### config.mk
export PLATFORM = sky130hd
export DESIGN_NAME = multiplier_16_bit_seq
export DESIGN_NICKNAME = d
export VERILOG_FILES = /design/src/rtl/multiplier_16_bit_seq.sv
export SDC_FILE = /design/constraint.sdc
export NUM_CORES = 1
export LEC_CHECK = 0
export CORE_ASPECT_RATIO = 0.8
export CORE_MARGIN = 1
export CORE_UTILIZATION = 35
export DETAILED_ROUTE_END_ITERATION = 7
export SLEW_MARGIN = 20
export SYNTH_ARGS = -nofsm -noshare
export SYNTH_HDL_FRONTEND = slang
export SYNTH_SLANG_ARGS = --single-unit
### constraint.sdc
create_clock -name clk -period 8.25 [get_ports clk]
set_input_delay 1.2375 -clock clk [delete_from_list [all_inputs] [get_ports clk]]
set_output_delay 1.2375 -clock clk [all_outputs]
set_load 0.02 [all_outputs]
### src/rtl/multiplier_16_bit_seq.sv
// -----------------------------------------------------------------------------
// multiplier_16_bit_seq
//
// Sequential 16x16 unsigned multiplier. A single 4x4 partial-product unit is
// reused for 16 cycles. Each cycle it forms one nibble-by-nibble product. The
// product is shifted into place and added into a 32-bit accumulator.
// Operands are accepted with a valid/ready handshake. The result is handed
// back with a second valid/ready handshake.
//
// Ports
//   clk        : clock, all state updates on the rising edge
//   rst        : asynchronous, active-high reset
//   in_valid   : operands a/b are valid
//   in_ready   : block can accept operands (IDLE only)
//   a, b       : 16-bit unsigned operands
//   out_valid  : product is valid (DONE only)
//   out_ready  : consumer accepts the product
//   product    : 32-bit unsigned result
//   busy       : operation in progress or result waiting (RUN or DONE)
// -----------------------------------------------------------------------------

// -----------------------------------------------------------------------------
// multiplier_4_bit
//
// Combinational 4x4 unsigned multiplier. The sequential multiplier uses it for
// one partial product per cycle.
//
// Ports
//   a, b     : 4-bit unsigned operands
//   product  : 8-bit unsigned product
// -----------------------------------------------------------------------------
module multiplier_4_bit (
    input  logic [3:0] a,
    input  logic [3:0] b,
    output logic [7:0] product
);

    assign product = {4'b0000, a} * {4'b0000, b};

endmodule

module multiplier_16_bit_seq (
    input  logic        clk,
    input  logic        rst,
    input  logic        in_valid,
    output logic        in_ready,
    input  logic [15:0] a,
    input  logic [15:0] b,
    output logic        out_valid,
    input  logic        out_ready,
    output logic [31:0] product,
    output logic        busy
);

    typedef enum logic [1:0] {
        IDLE = 2'd0,
        RUN  = 2'd1,
        DONE = 2'd2
    } state_t;

    state_t      state;
    state_t      state_next;

    logic [15:0] a_reg;
    logic [15:0] b_reg;
    logic [31:0] acc;
    logic [3:0]  cnt;

    logic        accept;
    logic        last_step;

    logic [1:0]  i_sel;
    logic [1:0]  j_sel;
    logic [3:0]  a_nib;
    logic [3:0]  b_nib;
    logic [7:0]  pp;
    logic [4:0]  shift_amt;
    logic [31:0] pp_shifted;

    // The low counter bits step through the nibbles of A. The high bits step
    // through the nibbles of B. Every (i, j) pair is visited exactly once in
    // 16 cycles.
    assign i_sel = cnt[1:0];
    assign j_sel = cnt[3:2];

    assign a_nib = a_reg[{i_sel, 2'b00} +: 4];
    assign b_nib = b_reg[{j_sel, 2'b00} +: 4];

    multiplier_4_bit u_mul4 (
        .a       (a_nib),
        .b       (b_nib),
        .product (pp)
    );

    // The weight of nibble pair (i, j) is 16^(i+j), which is a shift of
    // 4*(i+j), in the range 0..24. The sum i+j needs 3 bits to hold 6.
    assign shift_amt  = {({1'b0, i_sel} + {1'b0, j_sel}), 2'b00};
    assign pp_shifted = {24'b0, pp} << shift_amt;

    assign last_step = (cnt == 4'd15);

    always_comb begin
        state_next = state;
        in_ready   = 1'b0;
        out_valid  = 1'b0;
        busy       = 1'b0;
        accept     = 1'b0;

        case (state)
            IDLE: begin
                in_ready = 1'b1;
                if (in_valid) begin
                    accept     = 1'b1;
                    state_next = RUN;
                end
            end
            RUN: begin
                busy = 1'b1;
                if (last_step) begin
                    state_next = DONE;
                end
            end
            DONE: begin
                busy      = 1'b1;
                out_valid = 1'b1;
                if (out_ready) begin
                    state_next = IDLE;
                end
            end
            default: begin
                state_next = IDLE;
            end
        endcase
    end

    always_ff @(posedge clk or posedge rst) begin
        if (rst) begin
            state <= IDLE;
        end else begin
            state <= state_next;
        end
    end

    // The accumulator is not cleared when the result handshake completes.
    // The last result therefore stays visible on product while the block is
    // IDLE.
    always_ff @(posedge clk or posedge rst) begin
        if (rst) begin
            a_reg <= '0;
            b_reg <= '0;
            acc   <= '0;
            cnt   <= '0;
        end else if (accept) begin
            a_reg <= a;
            b_reg <= b;
            acc   <= '0;
            cnt   <= '0;
        end else if (state == RUN) begin
            // The counter wraps from 15 to 0 on the final add.
            acc <= acc + pp_shifted;
            cnt <= cnt + 4'd1;
        end
    end

    assign product = acc;

endmodule

==> metrics.md <==
| Metric | Value |
|---|---|
| Period utilization | `74.0%` |
| # Max-Cap Violations | `0` |
| CP arrival | `6310 ps` |
| Pre-CTS setup slack | `2250 ps` |
| Crit path buf inv count | `1` |
| RR Endpoint | `product[21]` |
| Highest clock rate | `164 MHz` |
| CTS sink cnt | `70` |
| R2R setup slack | `2150 ps` |
| Hold endpoint | `b_reg[0]` |
| Tmin final | `6100 ps` |
| Syn_area_per_cell | `8.62 sq um` |
| First-pass GRT wire length | `22800 um` |
| Critical path's top delay family | `compound AO/OA/AOI/OAI gates` |
| Top layer in use | `met4` |
| DR iter-0 viols | `299` |
| Max reg flops | `32` |
| Synth Net Count | `707` |
| Hold Path Stages | `2` |
| Initial antenna violation count | `0` |
| Setup Buffers After CTS | `0` |
| Clk_skew | `5.86 ps` |
| Setup TNS | `0 ps` |
| RD Place Congestion | `0.904` |
| Drt wl/cell | `16.0 um` |
| Most used DFF post-synth | `dfrtp_1` |
| Crit Path Category | `reg -> reg` |
| Starting density of the core | `36.6%` |
| Synth-to-layout area growth | `22.2%` |
| Worst setup SP type | `flop` |
| Slew margin rel. | `38.2%` |
| Root Buffer | `clkbuf_16` |
| Total GRT Usage | `18.5%` |
| Metal3 WL | `540 um` |
| Post-DR vias/cell | `5.39` |
| Die width | `140 um` |
| Final hold violations | `0` |
| Vias after detailed routing | `4660` |
| Netlist cell types | `64` |
| RSZ-0062 raised after global routing | `no` |
| Placed Area | `0.00618 sq mm` |
| Met2 WL post-DR | `6030 um` |
| Layout cells sized above 1 | `6.46%` |
| Final WL | `13900 um` |
| Final core occ | `44.7%` |
| Synth async-reset ratio | `100%` |
| Final Setup Violations | `0` |
| Worst setup EP type | `flop` |
| # diodes | `0` |
| Rows | `39` |
| Vias in the first global route | `4581` |
| DR pass1 iterations | `4` |
| CTS Hold Buffers Added | `0` |
| CP Max Fanout | `8` |
| Core area | `0.0145 sq mm` |
| Min-delay worst type | `reg -> reg` |
| Register-to-Register Path Depth | `22` |
| CTS resizes | `0` |
| Die height | `112 um` |
| Cells after Synth | `617` |
| Post-layout worst setup margin | `2150 ps` |
| Pwr dens | `404 mW/mm^2` |
| Syn Std Cell Area | `0.00532 sq mm` |
| Die Area | `0.0157 sq mm` |
| Status | `finished clean` |
| Final Max Tran Viols | `0` |
| IO Count | `71` |
| Reg-to-reg critical path startpoint | `cnt[1]` |
| TritonCTS clock tree | `built` |
| CTS H-tree lvls | `3` |
| Crit-path slowest cell | `mux4_2` |
| Worst-Skew Late Latency | `350 ps` |
| Largest net degree at the start of global routing | `71` |
| Number of flops mapped to enable cells by yosys | `0` |
| #FFs+latches synth | `70` |
| M1 WL | `7090 um` |
| Final Cell Area | `0.00650 sq mm` |
| # DRC | `0` |
| Worst slew pin tran | `927 ps` |
| CP cell instances | `mux4_2 > nand2_1 > fa_1 > inv_1 > fa_1 > ha_1 > a21o_1 > a21oi_1 > o21bai_1 > a21oi_1 > xor2_1 > o21a_1 > nor2_1 > ha_1 > and4_1 > o21a_2 > a21oi_2 > nand2_1 > a41oi_1 > o21bai_1 > a2111oi_0 > a211oi_1` |
| Clock Path Buffers | `2` |
| Register area share after synthesis | `32.9%` |
| Hold_sp | `b_reg[0]` |
| Number of buffers created by CTS | `9` |
| Dpl hpwl | `10300 um` |
| Worst path max stage delay | `630 ps` |
| Fin nets | `766` |
| Most frequent cells in the layout | `nand2_1, dfrtp_1, clkdlybuf4s50_1` |
| Leak pwr | `0.00309 uW` |
| Gr ovfl total | `0` |
| CP Data Required Time | `8450 ps` |
| Leading cell type in the layout, fill and taps excluded | `nand2_1` |
| Port bufs | `70` |
| Clock transition at the registers of the reported paths | `60 ps` |
| Ys Warns | `0` |
| Antenna viol nets, final | `0` |
| Peak supply drop | `166 uV` |
==> cells in the mapped netlist, types with 3 or more instances <==
master,count,area (sq um)
nand3b_1,3,22.5
and3_1,8,50.1
o22ai_1,4,25.0
nand3_1,6,30.0
nand4_1,3,18.8
a211o_1,3,26.3
dfrtp_1,70,1750
nor2b_1,7,43.8
buf_1,3,11.3
a21oi_1,33,165
and2_1,16,100
mux4_2,8,180
o21bai_1,3,22.5
mux2i_1,21,210
nor3b_1,3,22.5
or2_2,3,18.8
nor3_1,11,55.1
nor2_1,66,248
o21ai_0,16,80.1
xor2_1,6,52.6
a21o_1,12,90.1
o21ai_1,4,20.0
fa_1,6,120
ha_1,48,601
and4_1,3,26.3
nand4b_1,4,35.0
nand2b_1,4,25.0
o211ai_1,5,37.5
nand2_1,123,462
a31oi_1,8,50.1
o21a_1,5,37.5
clkbuf_1,22,82.6
xnor2_1,19,166
a211oi_1,6,45.0
inv_1,19,71.3
==> power by group <==
part           switching (uW)  internal [uW]
combinational             950            655
sequential                117            475
clock                     160            266
==> tightest hold or removal path, cell delays in order, from the launching register on <==
cell and delay [ps]:
dfrtp_1 340, nand2_1 50, nand2_1 60
==> metrics by stage <==
step                instances  hold slack [ps]  total power, uW
finish                    865              481             2620
detailed placement        849              465             2180
global placement          849              466             2150
floorplan                 617              440             1750
CTS                       865              480             2620
global route              865              500             2850
==> per-layer routing <==
layer  global-route usage (%)  vias to the layer above
met2                     28.1                       97
met4                     5.93                        0
li1                         -                     2293
met1                     26.2                     2254
met5                        0                        -
met3                     4.01                       16
==> worst max-delay path by stage <==
stage | cells after the start | end | startpoint
2_1_floorplan | 23 | product[28] | cnt[1]
3_3_place_gp | 22 | product[28] | cnt[1]
3_5_place_dp | 22 | product[21] | cnt[1]
4_1_cts | 22 | product[21] | cnt[1]
5_1_grt | 22 | product[28] | cnt[1]
6_report | 22 | product[21] | cnt[1]
==> logic make-up (layout without fill, tap and decap cells) <==
kind of cell,Yosys count,in the layout,share of synthesized area [%]
buf+inv,47,111,3.46
flops,70,70,32.9
simple gates,269,269,23.1
mux,29,29,7.34
fa+ha+maj,54,54,13.6
compound gates,123,123,15.5
xor+xnor,25,25,4.12
==> cell type report <==
cell class / count / area [sq um]
clock buffer: 9 / 225
clock inverter: 7 / 97.6
timing repair buffer: 74 / 731
inverter: 21 / 78.8
multi-input combinational: 500 / 3380
fill: 1394 / 8040
sequential: 70 / 1750
tap: 184 / 230
Note: power is estimated with default switching activity, not from simulation.
==> edit 1 (same settings) <==
The 3 states of `state_t` get a one-hot encoding in 3 bits.
--- a/src/rtl/multiplier_16_bit_seq.sv
+++ b/src/rtl/multiplier_16_bit_seq.sv
@@ -52,10 +52,10 @@
     output logic        busy
 );
 
-    typedef enum logic [1:0] {
-        IDLE = 2'd0,
-        RUN  = 2'd1,
-        DONE = 2'd2
+    typedef enum logic [2:0] {
+        IDLE = 3'b001,
+        RUN  = 3'b010,
+        DONE = 3'b100
     } state_t;
 
     state_t      state;
Function: no difference found for any inputs over 4 cycles, from zero or initial values and one cycle with rst high; so few cycles prove little.
==> edit 1 against the unedited design <==
Sequential cell count up 1; total power down 23%; worst setup slack worse by 280 ps; wire length down 4.4%; clock power down 7.0%; synthesized area down 0.38%; worst hold slack better by 0.62 ps; largest cell class unchanged; via count down 1.3%; largest power group unchanged; highest routed layer unchanged; critical endpoint is now product[31]$_DFFE_PP0P_; cell area down 0.73%.
==> edit 1: results (changes against the unedited design) <==
Detailed routing
  – Detailed-route wire length: 13270 µm (-4.4%)
  – Count of vias placed by the detailed router: 4598 (-1.3%)
  – Wire length per cell after detailed routing: 15.20 µm (-5.3%)
  – Wire length on met3: 654 µm (+21%)
  – Detailed-router iteration count before antenna repair: 5 (+1)
  – Iteration-0 DRC Markers: 281 (-6.0%)
  – Met1 Routed Length: 6680 µm (-5.8%)

Placement
  – Final Wtd Congestion: 0.8777 (-2.9%)

GRT
  – Grt met2 use: 26.80% (-1.3 points)
  – Global routing met1 resource utilization: 25.77% (-0.40 points)
  – Total global-route track usage: 17.90% (-0.62 points)
  – Met3 layer usage reported by global route: 3.968% (-0.043 points)
  – Global-route wire length before repair: 22160 µm (-3.0%)
  – Largest net degree at the start of global routing: 72 (+1.4%)
  – Number of global-route vias before repair: 4489 (-2.0%)

Critical path
  – Worst Path Max Fanout: 9 (+1)
  – Slowest library cell on the worst path: fa_1
  – Critical path startpoint: cnt[2]$_DFFE_PP0P_
  – Length in cells of the worst reg-to-reg path: 24 (+9.1%)
  – Flop-to-flop setup slack: 1870 ps (-280 ps)
  – FF-to-FF End: product[31]$_DFFE_PP0P_
  – Delay contributed by the slowest stage of the critical path: 560 ps (-70 ps)

Outcome
  – Status: completed

Synthesis
  – Top cells by instance count after synthesis: 128 x nand2_1, 70 x dfrtp_1, 45 x ha_1, 42 x nand3_1, 41 x nor2_1
  – Sequential share of the synthesized area: 33.57% (+0.62 points)
  – Post-synthesis cell type count: 56 (-13%)

Pwr
  – Switching power summed over all nets: 0.0008895 W (-28%)
  – Leakage: 3.071 nW (-0.68%)
  – Worst voltage drop across the vdd grid: 214.5 µV (+29%)

Min path
  – Hold path startpoint: b_reg[1]$_DFFE_PP0P_
  – Worst hold path endpoint: b_reg[1]$_DFFE_PP0P_

Finish
  – Register cell area after layout: 1778 µm² (+1.5%)
## edit 1: changes by cell type after synthesis, moves of 5 or more
| cell | before | now |
|---|---|---|
| nand2_1 | 123 | 128 |
| clkbuf_1 | 22 | 28 |
| o21ai_0 | 16 | 38 |
| nand3_1 | 6 | 42 |
| mux2i_1 | 21 | 2 |
| nor2_1 | 66 | 41 |
| xor2_1 | 6 | 17 |
## edit 1: power groups by stage
stage | combinational, W | sequential [W] | clock [W]
after floorplan | 0.000762 | 0.000554 | 0
after global placement | 0.00103 | 0.000560 | 0
after detailed placement | 0.00105 | 0.000562 | 0
after CTS | 0.00106 | 0.000557 | 0.000406
after global routing | 0.00119 | 0.000573 | 0.000420
final | 0.00106 | 0.000557 | 0.000396
## edit 1: cells by family after synthesis
kind of cell               after synthesis  share of synthesized area [%]
buffers and inverters                   52                          3.685
muxes                                   11                          3.992
and+or+nand+nor                        272                          23.27
AOI/OAI and AO/OA                      139                          17.29
xor gates and xnor gates                32                          5.292
adders and majority gates               51                          12.90
DFF                                     71                          33.57
## edit 1: how the worst max path moves through the flow
stage,to,slack [ps],cells past startpoint
finish,product[31]$_DFFE_PP0P_,1870,24
global route,product[31]$_DFFE_PP0P_,1470,20
CTS,product[31]$_DFFE_PP0P_,1860,20
detailed placement,product[31]$_DFFE_PP0P_,1900,20
global placement,product[31]$_DFFE_PP0P_,2040,24
floorplan,product[31]$_DFFE_PP0P_,2270,25
## edit 1: cell type report
cell class / instances / share of cell area, %
clock inverter: 6 / 1.047
multi-input combinational: 505 / 51.55
inverter: 22 / 1.280
tap: 184 / 3.569
sequential: 71 / 27.56
clock buffer: 10 / 3.549
timing repair buffer: 75 / 11.44
==> edit 2 (same flow settings) <==
Made on the original files. Make the reset (`rst`) synchronous in 2 clocked blocks. Comments in the files are not updated.
--- a/src/rtl/multiplier_16_bit_seq.sv
+++ b/src/rtl/multiplier_16_bit_seq.sv
@@ -133,7 +133,7 @@
         endcase
     end
 
-    always_ff @(posedge clk or posedge rst) begin
+    always_ff @(posedge clk) begin
         if (rst) begin
             state <= IDLE;
         end else begin
@@ -144,7 +144,7 @@
     // The accumulator is not cleared when the result handshake completes.
     // The last result therefore stays visible on product while the block is
     // IDLE.
-    always_ff @(posedge clk or posedge rst) begin
+    always_ff @(posedge clk) begin
         if (rst) begin
             a_reg <= '0;
             b_reg <= '0;
Formal check against the unedited RTL: differs if rst is asserted again (counterexample within 4 cycles, from zero or initial values and one cycle with rst high); with rst held inactive, the same outputs for 4 cycles.
==> edit 2 against the unedited design <==
Wire length down 5.1%; synthesized area down 5.6%; utilization down 0.16 points; worst setup slack worse by 150 ps; cell area down 5.5%; sequential cell count unchanged.
Power is not compared: it rests on default switching activity, and its combinational part moved more than twofold at a synthesized area within 25%.
==> edit 2: results (changes against the unedited design) <==
Critical path
  – Flop-to-flop setup slack: 2000 ps (-150 ps)
  – FF-to-FF End: product[30]$_SDFFE_PP0N_
  – Reg-to-reg startpoint: cnt[0]$_SDFFE_PP0N_
  – Arrival time worst endpoint: 6480 ps (+170 ps)
  – Length in cells of the worst reg-to-reg path: 24 (+9.1%)

GRT
  – Number of global-route vias before repair: 4470 (-2.4%)
  – Global-route wire length before repair: 22140 µm (-3.1%)
  – Met3 layer usage reported by global route: 3.440% (-0.57 points)
  – Global routing met1 resource utilization: 26.55% (+0.38 points)
  – Grt met2 use: 30.43% (+2.3 points)

Detailed routing
  – Ratio of routed vias to standard cells: 5.329 (-1.1%)
  – Iteration-0 DRC Markers: 210 (-30%)
  – Wire length per cell after detailed routing: 15.41 µm (-4.0%)

Timing
  – Hold slack: 454.2 ps (-27.04 ps)
  – Relative max-transition margin: 33.76% (-4.4 points)

Synthesis
  – Total nets after synthesis: 711 (+0.57%)
  – Sequential share of the synthesized area: 27.92% (-5.0 points)
  – Async SR Flop Fraction: 0% (-100 points)
  – Post-synthesis cell type count: 55 (-14%)
  – Largest cells by area after synthesis: dfxtp_1 28%, ha_1 12%, a21oi_1 7.0%
  – Most instantiated flip-flop cell in the synthesis netlist: dfxtp_1

Placement
  – Final Wtd Congestion: 0.9412 (+4.1%)

Min path
  – Hold path startpoint: a_reg[3]$_SDFFE_PP0P_

Finish
  – Number of non-clock buffers: 73 (-1.4%)
  – Final non-clock buffer share: 11.78% (+0.54 points)
  – Post-layout nets: 761 (-0.65%)
  – Multi-input gate count: 495 (-1.0%)
  – Multi-input gate share of the layout cell area: 55.33% (+3.2 points)
  – Proportion of layout cells with a drive suffix above 1: 6.370% (-0.091 points)
  – Clock buffer and inverter area fraction after layout: 5.115% (+0.15 points)
  – Total of fill cells in the finished design: 1362 (-2.3%)
  – Sequential portion of the cell area: 22.82% (-4.1 points)

Outcome
  – Status: completed
-- edit 2: kinds of logic (layout without fill, tap and decap cells) --
group | Yosys count | after routing | share of synthesized area (%)
simple gates | 224 | 224 | 19.57
buf+inv | 55 | 110 | 4.437
fa+ha+maj | 55 | 55 | 14.61
flops | 70 | 70 | 27.92
mux | 31 | 31 | 8.200
compound gates | 149 | 149 | 18.99
xor+xnor | 36 | 36 | 6.281
-- edit 2: per-stage QoR --
step                      utilization, %  cell area, µm²  std cells  setup slack, ps  power [W]
final                              44.53            6140        855             1997  0.0009590
after global routing               44.53            6140        855             1493   0.001003
after CTS                          44.52            6138        855             2076  0.0009698
after detailed placement           42.24            5824        839             2102  0.0005479
after global placement             42.24            5824        839             2184  0.0005458
after floorplan                        -            5020        620             2576  0.0004902
-- edit 2: worst max-delay path by stage --
stage / cells past startpoint / from / endpoint / slack, ps
after floorplan: 26 / cnt[0]$_SDFFE_PP0N_ / product[30]$_SDFFE_PP0N_ / 2580
after global placement: 24 / cnt[0]$_SDFFE_PP0N_ / product[28]$_SDFFE_PP0N_ / 2180
after CTS: 24 / cnt[0]$_SDFFE_PP0N_ / product[30]$_SDFFE_PP0N_ / 2080
final: 24 / cnt[0]$_SDFFE_PP0N_ / product[30]$_SDFFE_PP0N_ / 2000
after global routing: 24 / cnt[0]$_SDFFE_PP0N_ / product[30]$_SDFFE_PP0N_ / 1490
after detailed placement: 24 / cnt[0]$_SDFFE_PP0N_ / product[30]$_SDFFE_PP0N_ / 2100
-- edit 2: worst reg2reg max path, delay by kind of cell (launching register included) --
kind / cells / cell delay (ps)
AOI/OAI and AO/OA: 10 / 1830
xor gates and xnor gates: 2 / 400
adders and majority gates: 4 / 1520
buffers and inverters: 1 / 100
DFF: 1 / 570
muxes: 1 / 640
and+or+nand+nor: 6 / 1080
